==> src/rtl/clk_div_period_monitor_pkg.sv <==
`default_nettype none
// ----------------------------------------------------------------------------
// clk_div_period_monitor_pkg : FSM encodings and tolerance helper for clock monitors
// Rev 1.0
// ----------------------------------------------------------------------------
package clk_div_period_monitor_pkg;

  localparam int unsigned STATE_W = 2;

  localparam logic [1:0] ST_IDLE      = 2'd0;
  localparam logic [1:0] ST_WAIT_RISE = 2'd1;
  localparam logic [1:0] ST_MEASURE   = 2'd2;

  // Unsigned distance compare; never wraps around zero.
  function automatic logic within_tol(input logic [31:0] meas,
                                      input logic [31:0] expv,
                                      input logic [31:0] tol);
    logic [31:0] diff;
    diff = (meas >= expv) ? (meas - expv) : (expv - meas);
    return (diff <= tol);
  endfunction

endpackage
`default_nettype wire

==> src/rtl/clk_edge_detect.sv <==
`default_nettype none
// ----------------------------------------------------------------------------
// clk_edge_detect : two-stage sampler of a same-domain clock-like signal, rise pulse
// Rev 1.0
// ----------------------------------------------------------------------------
module clk_edge_detect (
  input  logic clk,
  input  logic resetn,
  input  logic i_sig,
  output logic o_level,
  output logic o_rise
);

  logic s0_q, s0_d;
  logic s1_q, s1_d;

  always_comb begin
    s0_d = i_sig;
    s1_d = s0_q;
  end

  always_ff @(posedge clk) begin
    if (!resetn) begin
      s0_q <= 1'b0;
      s1_q <= 1'b0;
    end else begin
      s0_q <= s0_d;
      s1_q <= s1_d;
    end
  end

  assign o_level = s0_q;
  assign o_rise  = s0_q & ~s1_q;

endmodule
`default_nettype wire

==> src/rtl/clk_div_period_monitor.sv <==
`default_nettype none
// ----------------------------------------------------------------------------
// clk_div_period_monitor : measures period/high time of a divided clock, lock and sticky error
// Rev 1.0
// ----------------------------------------------------------------------------
module clk_div_period_monitor
  import clk_div_period_monitor_pkg::*;
#(
  parameter int unsigned WIDTH      = 8,
  parameter int unsigned EXP_PERIOD = 7,
  parameter int unsigned EXP_HIGH   = 3,
  parameter int unsigned TOL        = 0,
  parameter int unsigned LOCK_CNT   = 4
) (
  input  logic             clk,
  input  logic             resetn,
  input  logic             i_enable,
  input  logic             i_div_clk,
  input  logic             i_clr_err,
  output logic [WIDTH-1:0] o_period,
  output logic [WIDTH-1:0] o_high,
  output logic             o_valid,
  output logic             o_locked,
  output logic             o_err
);

  localparam int unsigned      LCW      = $clog2(LOCK_CNT + 1);
  localparam logic [LCW-1:0]   LOCK_MAX = LCW'(LOCK_CNT);

  logic s0, rise;

  clk_edge_detect u_edge (
    .clk     (clk),
    .resetn  (resetn),
    .i_sig   (i_div_clk),
    .o_level (s0),
    .o_rise  (rise)
  );

  logic [STATE_W-1:0] state_q, state_d;
  logic [WIDTH-1:0]   per_cnt_q, per_cnt_d;
  logic [WIDTH-1:0]   hi_cnt_q, hi_cnt_d;
  logic [WIDTH-1:0]   period_q, period_d;
  logic [WIDTH-1:0]   high_q, high_d;
  logic [LCW-1:0]     lock_cnt_q, lock_cnt_d;
  logic               valid_q, valid_d;
  logic               locked_q, locked_d;
  logic               err_q, err_d;
  logic               err_set;
  logic               in_spec;
  logic               timeout;

  assign in_spec = within_tol(32'(per_cnt_q), EXP_PERIOD, TOL) &&
                   within_tol(32'(hi_cnt_q), EXP_HIGH, TOL);
  assign timeout = (per_cnt_q == '1) && !rise;

  always_comb begin
    state_d    = state_q;
    per_cnt_d  = per_cnt_q;
    hi_cnt_d   = hi_cnt_q;
    period_d   = period_q;
    high_d     = high_q;
    lock_cnt_d = lock_cnt_q;
    locked_d   = locked_q;
    valid_d    = 1'b0;
    err_set    = 1'b0;

    case (state_q)
      ST_IDLE: begin
        if (i_enable) state_d = ST_WAIT_RISE;
      end
      ST_WAIT_RISE: begin
        if (rise) begin
          per_cnt_d = WIDTH'(1);
          hi_cnt_d  = WIDTH'(s0);
          state_d   = ST_MEASURE;
        end
      end
      ST_MEASURE: begin
        if (rise) begin
          period_d  = per_cnt_q;
          high_d    = hi_cnt_q;
          valid_d   = 1'b1;
          per_cnt_d = WIDTH'(1);
          hi_cnt_d  = WIDTH'(s0);
          if (in_spec) begin
            if (lock_cnt_q != LOCK_MAX) lock_cnt_d = lock_cnt_q + LCW'(1);
            if (lock_cnt_d == LOCK_MAX) locked_d = 1'b1;
          end else begin
            lock_cnt_d = '0;
            locked_d   = 1'b0;
            err_set    = 1'b1;
          end
        end else if (timeout) begin
          // Input stuck high or low: abandon this period and re-arm on the next rise.
          err_set    = 1'b1;
          locked_d   = 1'b0;
          lock_cnt_d = '0;
          state_d    = ST_WAIT_RISE;
        end else begin
          per_cnt_d = per_cnt_q + WIDTH'(1);
          hi_cnt_d  = hi_cnt_q + WIDTH'(s0);
        end
      end
      default: state_d = ST_IDLE;
    endcase

    // Disable overrides any event of this cycle; error and last results survive.
    if (!i_enable) begin
      state_d    = ST_IDLE;
      per_cnt_d  = '0;
      hi_cnt_d   = '0;
      lock_cnt_d = '0;
      locked_d   = 1'b0;
      valid_d    = 1'b0;
      period_d   = period_q;
      high_d     = high_q;
      err_set    = 1'b0;
    end

    err_d = err_q;
    if (i_clr_err) err_d = 1'b0;
    if (err_set)   err_d = 1'b1;
  end

  always_ff @(posedge clk) begin
    if (!resetn) begin
      state_q    <= ST_IDLE;
      per_cnt_q  <= '0;
      hi_cnt_q   <= '0;
      period_q   <= '0;
      high_q     <= '0;
      lock_cnt_q <= '0;
      valid_q    <= 1'b0;
      locked_q   <= 1'b0;
      err_q      <= 1'b0;
    end else begin
      state_q    <= state_d;
      per_cnt_q  <= per_cnt_d;
      hi_cnt_q   <= hi_cnt_d;
      period_q   <= period_d;
      high_q     <= high_d;
      lock_cnt_q <= lock_cnt_d;
      valid_q    <= valid_d;
      locked_q   <= locked_d;
      err_q      <= err_d;
    end
  end

  assign o_period = period_q;
  assign o_high   = high_q;
  assign o_valid  = valid_q;
  assign o_locked = locked_q;
  assign o_err    = err_q;

endmodule
`default_nettype wire
==> config.mk <==
export PLATFORM = sky130hd
export DESIGN_NAME = clk_div_period_monitor
export DESIGN_NICKNAME = d
export VERILOG_FILES = /design/src/rtl/clk_div_period_monitor_pkg.sv /design/src/rtl/clk_edge_detect.sv /design/src/rtl/clk_div_period_monitor.sv
export SDC_FILE = /design/constraint.sdc
export NUM_CORES = 1
export LEC_CHECK = 0
export ABC_AREA = 1
export CORE_MARGIN = 1.5
export CORE_UTILIZATION = 45
export CTS_CLUSTER_SIZE = 12
export DETAILED_ROUTE_END_ITERATION = 7
export GPL_TIMING_DRIVEN = 0
export HOLD_SLACK_MARGIN = 0.08
export PLACE_DENSITY = 0.68
export SLEW_MARGIN = 0
export SYNTH_ARGS = -nofsm -noshare
export SYNTH_HDL_FRONTEND = slang
export SYNTH_SLANG_ARGS = --single-unit
==> constraint.sdc <==
create_clock -name clk -period 1.5 [get_ports clk]
set_input_delay 0.3 -clock clk [delete_from_list [all_inputs] [get_ports clk]]
set_output_delay 0.3 -clock clk [all_outputs]
set_load 0.03 [all_outputs]
==> impl_metrics.env <==
export IMPL_syn_inst=317
export IMPL_hp_class="register to register"
export IMPL_post_route_min_period_ns=1.71
export IMPL_r2r_start="per_cnt_q[0]$_SDFFE_PN0P_"
export IMPL_seq_area_frac_synth_pct=37.6
export IMPL_initial_core_util_pct=47.1
export IMPL_status="finished with violations"
export IMPL_dpl_cell_count=407
export IMPL_cts_buffers_inserted=5
export IMPL_grt_max_degree=12
export IMPL_leakage_uw=0.00149
export IMPL_top_layer="met4"
export IMPL_cts_buffer_depth=2
export IMPL_wl_met1_um=2680
export IMPL_grt_pass1_wl_um=9450
export IMPL_routed_wl_um=5960
export IMPL_first_global_vias=2072
export IMPL_core_um2=4750
export IMPL_crit_slowest_cell="dfxtp_4"
export IMPL_crit_start="per_cnt_q[0]$_SDFFE_PN0P_"
export IMPL_cap_violations=0
export IMPL_r2r_end="lock_cnt_q[0]$_SDFFE_PN0P_"
export IMPL_syn_cell_area_um2=2240
export IMPL_worstMarginPinSlew_ns=0.318
export IMPL_syn_nets=333
export IMPL_crit_arrival_ns=1.95
export IMPL_root_buffer="clkbuf_8"
export IMPL_synth_distinct_cells=33
export IMPL_slew_violations=0
export IMPL_finalWeightedCongestion=0.875
export IMPL_layout_drive_gt1_share_pct=29.4
export IMPL_setup_viol=16
export IMPL_dr_pass1_iters=5
export IMPL_htreeDepth=2
export IMPL_rsz0062_at_grt="true"
export IMPL_ff2ff_setup_slack_ns=-0.21
export IMPL_area_delta_synth_final_pct=39.7
export IMPL_drcViolationCount=0
export IMPL_path_max_fanout=5
export IMPL_boundaryPins=24
export IMPL_clk_latency_ns=0.29
export IMPL_die_h_um=73.5
export IMPL_vdd_drop_max_v=0.000414
export IMPL_violations="setup timing"
export IMPL_die_x_um=73.5
export IMPL_postLayoutCoreUtil_pct=65.8
export IMPL_met2WireLength_um=2980
export IMPL_vias=2285
export IMPL_clk_pin_slew_worst_paths_ns=0.07
export IMPL_synth_top_area_share_pct=37.6
export IMPL_cts_hold_buf=0
export IMPL_grt_overflow_total=0
export IMPL_drtAntennaViolNets=0
export IMPL_synth_warnings=0
export IMPL_yosys_most_used_dff="dfxtp_1"
export IMPL_ys_top_cells_by_area="dfxtp_1, nand2_1, nor2_1"
export IMPL_path_cells="ha_4 -> nand2_4 -> inv_1 -> nand3_1 -> nor2_1 -> nand2_1 -> nor2_1 -> nand2_1 -> nor2_2 -> nand3_2 -> nand2_2 -> nand2_2 -> nor2_1"
export IMPL_power_density_nw_per_um2=625
export IMPL_cpMostUsedCell="nor2_1"
export IMPL_viasPerCell=5.18
export IMPL_cts_sinks=42
export IMPL_antenna_found_initial=0
export IMPL_synth_ff_latch_count=42
export IMPL_fin_ws_ns=-0.214
export IMPL_slew_headroom_pct=78.7
export IMPL_wl_per_cell_um=13.5
export IMPL_portBuffers=23
export IMPL_crit_family="simple AND/OR/NAND/NOR gates"
export IMPL_worst_path_stages=13
export IMPL_wl_met3_um=218
export IMPL_crit_required_ns=1.74
export IMPL_diodes=0
export IMPL_cp_start_kind="register"
export IMPL_r2r_cells=13
export IMPL_drt_iter0_markers=155
export IMPL_layout_nets=390
export IMPL_rows=25
export IMPL_instances_no_fill=441
export IMPL_skew_ns=0.00471
export IMPL_die_area_um2=5410
export IMPL_crit_end="lock_cnt_q[0]$_SDFFE_PN0P_"
export IMPL_path_buf_inv=1
export IMPL_critPathMaxStageDelay_ns=0.38
export IMPL_fin_crit_sh_pct=114
export IMPL_async_flop_share_pct=0
export IMPL_synth_top_cell_by_area="dfxtp_1"
export IMPL_max_freq_mhz=583
export IMPL_hpwlAfterDp_um=3870
export IMPL_hold_viol_final=0
export IMPL_synth_edff_count=0
export IMPL_criticalPathCategory="register to register"
export IMPL_grt_usage_pct=22.9
export IMPL_cts_tree="built"
export IMPL_syn_avg_cell_area_um2=7.06
export IMPL_crit_path_end_kind="register"
## synth_stat cells (2+ instances only)
cell / instances
nor3_2: 2
nand3_1: 26
inv_1: 32
clkbuf_1: 2
nor2_2: 3
nand2_4: 2
inv_2: 6
xor2_1: 4
a21oi_1: 24
ha_1: 11
nor2_1: 40
nand2_2: 4
o21ai_0: 29
dfxtp_1: 42
nand4_1: 8
nor3_1: 3
nand2_1: 60
buf_2: 4
## registers in the layout, summed over array words and instances, names as in the netlist
name and cells:
hi_cnt_q 8, lock_cnt_q 3, o_err 1, o_high 8
o_locked 1, o_period 8, o_valid 1, per_cnt_q 8
state_q 2, u_edge.o_level 1, u_edge.s1_q 1
## layout by cell type, fill, tap and decap left out, types with 5 or more instances in the layout
cell           netlist  routed
nand2_1             60      50
o21ai_1              0       7
dlygate4sd2_1        0      19
nand2_2              4      11
nand3_1             26      22
inv_2                6       5
dfxtp_4              0       6
buf_4                1      21
o21ai_0             29      22
dfxtp_1             42      29
nor2_1              40      34
a21oi_1             24      22
clkbuf_8             0       5
dfxtp_2              0       7
buf_6                0       7
ha_1                11       6
inv_1               32      27
nand4_1              8       8
nor2_4               1       6
## tightest hold or removal path, cell delays in order (launching register included)
cell and delay (ns):
dfxtp_1 0.31, nand2_1 0.05, o21ai_1 0.05
## worst min-delay path by stage
stage	depth (start not counted)	slack (ns)	to	from
detailed placement	2	0.46	o_err$_SDFFE_PN0P_	o_err$_SDFFE_PN0P_
global route	2	0.48	o_err$_SDFFE_PN0P_	o_err$_SDFFE_PN0P_
floorplan	2	0.40	u_edge.o_level$_SDFF_PN0_	i_div_clk
global placement	2	0.45	o_err$_SDFFE_PN0P_	o_err$_SDFFE_PN0P_
CTS	2	0.46	o_err$_SDFFE_PN0P_	o_err$_SDFFE_PN0P_
finish	2	0.45	o_err$_SDFFE_PN0P_	o_err$_SDFFE_PN0P_
## logic make-up (layout without fill, tap and decap cells)
kind of cell / Yosys count / after routing / synth area share (%)
adders and majority gates: 11 / 11 / 6.15
xor gates and xnor gates: 4 / 4 / 1.56
and+or+nand+nor: 154 / 154 / 32.1
DFF: 42 / 42 / 37.6
buffers and inverters: 46 / 102 / 8.11
AOI/OAI and AO/OA: 60 / 61 / 14.5
## power breakdown
part	switching [µW]	internal (µW)
Sequential	6.19	1110
Combinational	79.2	58.2
Clock	378	321
## repair_timing
action / 4_1_cts / 5_1_grt
gates resized for setup: 81 / 35
setup buffers: 18 / 7
pin swaps: 21 / 17
endpoints found under the setup margin: 56 / 38
cloned: 2 / 0
## metal layers
| layer | global-route usage (%) | vias up |
|---|---|---|
| li1 | - | 1165 |
| met1 | 29.3 | 1066 |
| met2 | 39.4 | 47 |
| met3 | 4.12 | 7 |
| met4 | 6.58 | 0 |
| met5 | 0 | - |
## final cells by class
| type | count | area [µm²] |
|---|---|---|
| fillers | 409 | 1630 |
| multi-input cells | 230 | 1430 |
| flip-flops and latches | 42 | 872 |
| repair buffers | 49 | 429 |
| inverters | 39 | 173 |
| well taps | 67 | 83.8 |
| clock buffers | 7 | 76.3 |
| plain buffers | 7 | 63.8 |
## stage by stage
stage | cell area [µm²] | setup slack [ns] | setup TNS (ns) | power [µW] | hold WS, ns
6_report | 3130 | -0.214 | -1.62 | 1950 | 0.452
2_1_floorplan | 2260 | 0.000449 | 0 | 1210 | 0.398
5_1_grt | 3130 | -0.302 | -3.34 | 2020 | 0.481
3_3_place_gp | 2570 | -0.361 | -9.30 | 1240 | 0.447
3_5_place_dp | 2570 | -0.408 | -9.87 | 1240 | 0.462
4_1_cts | 2970 | -0.120 | -1.28 | 1950 | 0.457
Power figures use the tool's default switching activity.
